--- src/rtl/fp_addsub_issuer.sv ---
// fp_addsub_issuer: queues host add/sub requests and issues them one at a time
// to the FP add/sub unit over a start/done handshake, with a timeout watchdog.
// Optional build macro ISSUER_STATS_EN adds saturating issue/timeout counters.
module fp_addsub_issuer #(
    parameter int unsigned FIFO_DEPTH     = 4,
    parameter int unsigned TIMEOUT_CYCLES = 64
) (
    input  logic        clk,
    input  logic        n_rst,
    input  logic        req_valid,
    output logic        req_ready,
    input  logic        req_mode,
    input  logic [31:0] req_op1,
    input  logic [31:0] req_op2,
    output logic        add_start,
    output logic        mode,
    output logic [31:0] op1,
    output logic [31:0] op2,
    input  logic [31:0] add_result,
    input  logic        add_done,
    input  logic        add_overflow,
    output logic        rsp_valid,
    input  logic        rsp_ready,
    output logic [31:0] rsp_result,
    output logic        rsp_overflow,
    output logic        rsp_timeout,
    output logic        busy
`ifdef ISSUER_STATS_EN
    ,
    output logic [15:0] stat_issued,
    output logic [15:0] stat_timeouts
`endif
);

    localparam int unsigned AW = $clog2(FIFO_DEPTH);
    localparam int unsigned CW = AW + 1;
    localparam int unsigned TW = $clog2(TIMEOUT_CYCLES);
    localparam logic [CW-1:0] FULL_CNT   = CW'(FIFO_DEPTH);
    localparam logic [TW-1:0] TIMER_LAST = TW'(TIMEOUT_CYCLES - 1);

    typedef struct packed {
        logic        mode;
        logic [31:0] op1;
        logic [31:0] op2;
    } req_t;

    typedef enum logic [1:0] {IDLE, ISSUE, WAIT, RESP} state_t;

    state_t        state_q, state_d;
    req_t          fifo_mem [FIFO_DEPTH];
    req_t          head;
    logic [AW-1:0] wr_ptr, rd_ptr;
    logic [CW-1:0] count_q, count_d;
    logic [TW-1:0] timer_q, timer_d;
    logic          push, pop, done_hit, tout_hit;

    assign head = fifo_mem[rd_ptr];

    // Next-state, FIFO pop/count and WAIT-exit decisions
    always_comb begin
        state_d  = state_q;
        timer_d  = timer_q;
        pop      = 1'b0;
        done_hit = 1'b0;
        tout_hit = 1'b0;
        push     = req_valid && req_ready;
        case (state_q)
            IDLE: begin
                if (count_q != '0) begin
                    pop     = 1'b1;
                    state_d = ISSUE;
                end
            end
            ISSUE: begin
                timer_d = '0;
                state_d = WAIT;
            end
            WAIT: begin
                // done takes priority over a timeout in the same cycle
                if (add_done) begin
                    done_hit = 1'b1;
                    state_d  = RESP;
                end else if (timer_q == TIMER_LAST) begin
                    tout_hit = 1'b1;
                    state_d  = RESP;
                end else begin
                    timer_d = timer_q + TW'(1);
                end
            end
            RESP: begin
                if (rsp_ready) state_d = IDLE;
            end
            default: state_d = IDLE;
        endcase
        case ({push, pop})
            2'b10:   count_d = count_q + CW'(1);
            2'b01:   count_d = count_q - CW'(1);
            default: count_d = count_q;
        endcase
    end

    // FIFO storage; contents need no reset since count gates every read
    always_ff @(posedge clk) begin
        if (push) fifo_mem[wr_ptr] <= {req_mode, req_op1, req_op2};
    end

    // State, pointers, issued operands and registered outputs
    always_ff @(posedge clk or negedge n_rst) begin
        if (!n_rst) begin
            state_q      <= IDLE;
            timer_q      <= '0;
            count_q      <= '0;
            wr_ptr       <= '0;
            rd_ptr       <= '0;
            req_ready    <= 1'b1;
            add_start    <= 1'b0;
            mode         <= 1'b0;
            op1          <= '0;
            op2          <= '0;
            rsp_valid    <= 1'b0;
            rsp_result   <= '0;
            rsp_overflow <= 1'b0;
            rsp_timeout  <= 1'b0;
            busy         <= 1'b0;
        end else begin
            state_q   <= state_d;
            timer_q   <= timer_d;
            count_q   <= count_d;
            req_ready <= (count_d != FULL_CNT);
            add_start <= (state_d == ISSUE);
            rsp_valid <= (state_d == RESP);
            busy      <= (state_d != IDLE) || (count_d != '0);
            if (push) wr_ptr <= wr_ptr + AW'(1);
            if (pop) begin
                rd_ptr <= rd_ptr + AW'(1);
                mode   <= head.mode;
                op1    <= head.op1;
                op2    <= head.op2;
            end
            if (done_hit) begin
                rsp_result   <= add_result;
                rsp_overflow <= add_overflow;
                rsp_timeout  <= 1'b0;
            end else if (tout_hit) begin
                rsp_result   <= '0;
                rsp_overflow <= 1'b0;
                rsp_timeout  <= 1'b1;
            end
        end
    end

`ifdef ISSUER_STATS_EN
    // Saturating counters of issued ops and timed-out ops
    always_ff @(posedge clk or negedge n_rst) begin
        if (!n_rst) begin
            stat_issued   <= '0;
            stat_timeouts <= '0;
        end else begin
            if (state_q == ISSUE && stat_issued != 16'hFFFF)
                stat_issued <= stat_issued + 16'd1;
            if (tout_hit && stat_timeouts != 16'hFFFF)
                stat_timeouts <= stat_timeouts + 16'd1;
        end
    end
`endif

endmodule

--- config.mk ---
export PLATFORM = sky130hd
export DESIGN_NAME = fp_addsub_issuer
export DESIGN_NICKNAME = d
export VERILOG_FILES = /design/src/rtl/fp_addsub_issuer.sv
export SDC_FILE = /design/constraint.sdc
export NUM_CORES = 1
export LEC_CHECK = 0
export CAP_MARGIN = 20
export CORE_MARGIN = 4
export CORE_UTILIZATION = 30
export DETAILED_ROUTE_END_ITERATION = 6
export HOLD_SLACK_MARGIN = 0.06
export PLACE_DENSITY = 0.54
export SLEW_MARGIN = 10
export SYNTH_ARGS = -nofsm -noshare
export SYNTH_HDL_FRONTEND = slang
export SYNTH_SLANG_ARGS = --single-unit
--- constraint.sdc ---
create_clock -name clk -period 3.2 [get_ports clk]
set_clock_uncertainty 0.05 [all_clocks]
set_input_delay 0.48 -clock clk [delete_from_list [all_inputs] [get_ports clk]]
set_output_delay 0.48 -clock clk [all_outputs]
set_load 0.02 [all_outputs]
==> impl_metrics.json, run 1 <==
{
  "status": "finished clean",
  "synth_largest_area_cell": "edfxtp_1",
  "cp.arrival_ns": 2.90,
  "die_y_um": 225,
  "start_util": 0.303,
  "ys.flop_type": "edfxtp_1",
  "path_clk_slew_ns": 0.06,
  "layout_min_cycle_time_ns": 2.52,
  "core.rowCount": 79,
  "avgRoutedWirePerCell_um": 20.2,
  "antenna_found_initial": 5,
  "cts_tree": "yes",
  "final_nets": 998,
  "grt_pass1_wl_um": 47200,
  "yosysSeqAreaShare": 0.762,
  "synthesis.area_mm2": 0.0141,
  "report.power.total_mw": 18.1,
  "timing.rr.end": "busy",
  "hp-start": "rsp_result[4]",
  "min_to": "rsp_result[4]",
  "root_buffer": "clkbuf_16",
  "synth_fp_nets": 762,
  "vdd_drop_max_uv": 437,
  "hold_depth": 1,
  "power_density_mw_per_mm2": 984,
  "die_area_mm2": 0.0506,
  "cts_buffers": 43,
  "synth-edff-count": 260,
  "post-synth-top-count-cell": "edfxtp_1",
  "hold_viol": 0,
  "portBuffers": 205,
  "drv_cap": 0,
  "ant_nets": 0,
  "netlist.area_leader.share": 0.553,
  "h-tree-depth": 2,
  "max_freq_mhz": 397,
  "hpwl_um": 18000,
  "ys_warn_count": 0,
  "netlist_instances": 652,
  "die_w_um": 225,
  "drtIter0Drc": 322,
  "syn2layout_area_growth_pct": 29.9,
  "period_share": 0.787,
  "tightestPinTransition_ns": 0.619,
  "setup_viol": 0,
  "hold_buffers": 1,
  "rrSetupSlack_ns": 0.68,
  "place_area_mm2": 0.0170,
  "viasPerCell": 4.55,
  "ys_ff_latch": 378,
  "first_pass_iters": 5,
  "route.vias.total": 6954,
  "nFillCells": 4215,
  "timing.setup.tns_ns": 0,
  "synth_area_per_cell_um2": 21.7,
  "crit_type": "register to register",
  "cp.required_ns": 3.58,
  "worstPathMaxFanout": 6,
  "setup.worst_path.end_class": "register",
  "rsz0062_at_grt": "false",
  "cts.sinks": 378,
  "worstRegToRegCells": 7,
  "async_flop_share": 0.312,
  "ios": 206,
  "cts_resized": 0,
  "insertion_delay_ns": 0.55,
  "fin_area_mm2": 0.0184,
  "yosysUniqueCellTypes": 41,
  "p_leak_nw": 6.52,
  "clk_path_buf_depth": 3,
  "post_cts_buffers": 0,
  "synthTopCellsByCount": "edfxtp_1, dfrtp_1, mux4_2, mux2_2, a22o_1",
  "yosys-top-cells-area": "edfxtp_1, dfrtp_1, mux4_2",
  "start_kind": "register",
  "post-route-drc-count": 0,
  "slew_headroom": 0.587,
  "grt_pass1_vias": 7627,
  "coreArea_mm2": 0.0466,
  "drive_gt1_frac": 0.241,
  "track_usage": 0.122,
  "min_path_type": "register to register",
  "globalplace.congestion": 0.706,
  "drt_wl_total_um": 30900,
  "grt_max_degree": 70,
  "grt-ovfl-total": 0,
  "timing.rr.start": "count_q[0]",
  "report.final.slew_viol_count": 0
}
[routing by layer]
layer | routed length (um) | vias to the layer above | share of wire | track usage
li1 | - | 3117 | - | -
met1 | 13200 | 3558 | 0.43 | 0.157
met2 | 14300 | 213 | 0.46 | 0.196
met3 | 2620 | 58 | 0.085 | 0.0412
met4 | 733 | 8 | 0.024 | 0.0415
met5 | 52 | - | 0.0017 | 0
[worst max-delay path by stage]
stage	startpoint	end	cells after the start
3_3_place_gp	req_valid	busy	8
5_1_grt	state_q[1]	busy	7
3_5_place_dp	req_valid	busy	8
6_report	count_q[0]	busy	7
2_1_floorplan	req_ready	fifo_mem[0][0]	1
4_1_cts	state_q[1]	busy	7
[where the power goes]
group / internal [mW] / switching [mW]
registers: 6.67 / 0.746
logic: 3.19 / 2.76
clock network: 2.76 / 1.94
[worst max-delay path: stages, from the launching register on]
cell	delay (ns)
dfrtp_1	0.46
o31a_2	0.39
ha_1	0.23
fa_1	0.39
xnor2_1	0.17
nor2_1	0.07
xor2_1	0.16
or4b_1	0.46
[cell type report]
cell class                 instances  area, um2  share of cell area
antenna                            1       2.50            0.000136
clock buffer                      58       1180              0.0644
clock inverter                    21        174             0.00948
inverter                           7       26.3             0.00143
multi-input combinational        235       3120               0.170
sequential                       378      10800               0.587
tap                              607        759              0.0414
timing repair buffer             223       2320               0.126
[registers in the layout, summed over array words and instances (netlist names)]
register and count:
op1 32, op2 32, timer_q 6, req_ready 1, fifo_mem 260, rsp_timeout 1, rsp_overflow 1, rsp_valid 1
add_start 1, busy 1, mode 1, count_q 3, rsp_result 32, rd_ptr 2, wr_ptr 2, state_q 2
[placed cells by master (no fill, tap or decap), types with 2 or more instances in the layout]
cell type	count
mux4_2	65
and2_1	2
inv_6	4
o21ai_0	6
clkbuf_8	5
a22o_1	34
clkdlybuf4s50_1	204
nor3b_1	2
clkinv_4	2
clkbuf_16	43
ha_1	6
and3_4	4
buf_12	10
nand3b_1	2
a41oi_1	2
clkinv_1	5
a21oi_1	2
xnor2_1	4
a31oi_1	3
nor2_1	10
mux2_2	39
clkinv_2	7
a21o_1	2
xor2_1	2
dfrtp_4	2
mux2_4	28
and3_1	2
buf_4	7
clkbuf_1	10
edfxtp_1	260
bufinv_16	2
dfrtp_1	115
inv_1	7
nand2_1	6
[through the flow]
stage | hold slack [ns] | instances | utilization | setup slack (ns)
floorplan | 0.134 | 652 | - | 0.515
detailed placement | 0.433 | 1449 | 0.365 | 0.313
global placement | 0.433 | 1449 | 0.365 | 0.328
finish | 0.444 | 1530 | 0.394 | 0.682
global route | 0.462 | 1529 | 0.394 | 0.515
CTS | 0.447 | 1529 | 0.394 | 0.651
[cell families after synthesis]
logic type | after synthesis | share of synthesized area
flops | 378 | 0.762
mux | 133 | 0.165
compound gates | 55 | 0.0309
buf+inv | 39 | 0.0187
simple gates | 34 | 0.0129
fa+ha+maj | 7 | 0.00673
xor+xnor | 6 | 0.00372
Note: power is estimated with default switching activity, not from simulation.
==> inputs of run 2 (changes only) <==
--- a/config.mk
+++ b/config.mk
@@ -10,7 +10,7 @@
 export CORE_UTILIZATION = 30
 export DETAILED_ROUTE_END_ITERATION = 6
 export HOLD_SLACK_MARGIN = 0.06
-export PLACE_DENSITY = 0.54
+export PLACE_DENSITY = 0.56
 export SLEW_MARGIN = 10
 export SYNTH_ARGS = -nofsm -noshare
 export SYNTH_HDL_FRONTEND = slang
==> constraint.sdc (replaced) <==
create_clock -name clk -period 2.3 [get_ports clk]
set_clock_uncertainty 0.05 [all_clocks]
set_input_delay 0.345 -clock clk [delete_from_list [all_inputs] [get_ports clk]]
set_output_delay 0.345 -clock clk [all_outputs]
set_load 0.02 [all_outputs]
==> run 2 against run 1 <==
Against the previous run: sequential power up 36%; combinational power up 48%; first-iteration DRC count up 19%; power up 41%; sequential share of layout area down 0.74 points; utilization up 0.51 points; critical path depth unchanged; non-clock buffer count up 20.
==> impl_metrics.json, run 2 (synthesized netlist as in run 1, its figures left out) <==
{
  "track_usage": 0.122,
  "grt_max_degree": 40,
  "tightestPinTransition_ns": 0.550,
  "cts_tree": "yes",
  "drive_gt1_frac": 0.262,
  "grt-ovfl-total": 0,
  "drv_cap": 0,
  "power_density_mw_per_mm2": 1370,
  "drt_wl_total_um": 31000,
  "cts.sinks": 378,
  "worstPathMaxFanout": 2,
  "top_register": "fifo_mem",
  "layout_commonest_cell": "edfxtp_1",
  "fin_ws_ns": 0.0568,
  "cp.required_ns": 2.67,
  "period_share": 0.975,
  "layout_min_cycle_time_ns": 2.24,
  "crit_type": "register to register",
  "post-route-drc-count": 0,
  "whs_ns": 0.276,
  "antenna_cells": 0,
  "core.rowCount": 79,
  "path_clk_slew_ns": 0.06,
  "final_cell_mix": "edfxtp_1, clkdlybuf4s50_1, dfrtp_1, mux4_2, clkbuf_16",
  "ios": 206,
  "timing.setup.tns_ns": 0,
  "cts_buffers": 42,
  "grt_pass1_vias": 7667,
  "drtIter0Drc": 382,
  "clk_path_buf_depth": 3,
  "antenna_found_initial": 4,
  "hold_viol": 0,
  "syn2layout_area_growth_pct": 31.6,
  "max_freq_mhz": 446,
  "setup.worst_path.end_class": "register",
  "min_path_type": "input port to asynchronous set/reset pin",
  "final_nets": 1017,
  "setup_viol": 0,
  "start_util": 0.303,
  "die_y_um": 225,
  "grt_pass1_wl_um": 47100,
  "status": "finished clean",
  "die_area_mm2": 0.0506,
  "p_leak_nw": 6.64,
  "viasPerCell": 4.58,
  "slew_headroom": 0.633,
  "avgRoutedWirePerCell_um": 20.0,
  "rsz0062_at_grt": "true",
  "report.final.slew_viol_count": 0,
  "globalplace.congestion": 0.709,
  "die_w_um": 225,
  "h-tree-depth": 2,
  "cp.arrival_ns": 2.61,
  "placed_cells": 1469,
  "insertion_delay_ns": 0.55,
  "ant_nets": 0,
  "post_cts_buffers": 0,
  "vdd_drop_max_uv": 717,
  "root_buffer": "clkbuf_16",
  "portBuffers": 205,
  "place_ws_ns": -0.149,
  "cts_resized": 0,
  "start_kind": "register",
  "largest_reg_flops": 260,
  "coreArea_mm2": 0.0466,
  "report.power.total_mw": 25.5,
  "stdcell_count": 1547,
  "hpwl_um": 19300,
  "route.vias.total": 7084,
  "first_pass_iters": 4
}
run 2: area by class of cell:
cell class                      count  area [um2]
Clock inverter                     20         170
Fill cell                        4231       28000
Multi-Input combinational cell    235        3140
Tap cell                          607         759
Inverter                            7        26.3
Timing Repair Buffer              243        2530
Clock buffer                       57        1190
Sequential cell                   378       10800
run 2: worst max-delay path: stages (launching register included):
cell and delay (ns):
dfrtp_1 0.38, o31a_2 0.38, ha_4 0.17, fa_2 0.33, xnor2_1 0.14, nor2_1 0.06
xor2_1 0.15, or4b_1 0.46
run 2: stage by stage:
| step | instance area, um2 | utilization |
|---|---|---|
| 2_1_floorplan | 14200 | - |
| 3_3_place_gp | 17200 | 0.370 |
| 3_5_place_dp | 17200 | 0.370 |
| 4_1_cts | 18600 | 0.399 |
| 5_1_grt | 18600 | 0.399 |
| 6_report | 18600 | 0.399 |
run 2: where the power goes:
| group | switching [mW] | total, mW | leakage [nW] | internal [mW] |
|---|---|---|---|---|
| Sequential | 0.845 | 10.1 | 3.80 | 9.28 |
| Combinational | 4.12 | 8.80 | 2.17 | 4.68 |
| Clock | 2.68 | 6.55 | 0.672 | 3.88 |
| Total | 7.64 | 25.5 | 6.64 | 17.8 |
run 2: layer usage:
layer / vias up / GRT usage / routed length, um
met3: 55 / 0.0371 / 2390
met5: - / 0 / 66
met2: 213 / 0.192 / 14300
met4: 8 / 0.0425 / 731
met1: 3662 / 0.162 / 13400
li1: 3146 / - / -
run 2: worst paths after layout:
check,from,endpoint,slack (ns),depth (start not counted)
setup / recovery,count_q[2],busy,0.06,7
hold / removal,n_rst,op1[19],0.28,2
setup reg to reg,count_q[2],busy,0.06,7
hold reg to reg,rsp_result[24],rsp_result[24],0.45,1
max in group asynchronous,n_rst,req_ready,1.24,3
min in group clk,add_result[12],rsp_result[12],0.36,2
run 2: what timing repair did:
item | CTS | global route
setup endpoints to repair | 0 | 1
hold buffers | 1 | 0
endpoints found under the hold margin | 36 | 0
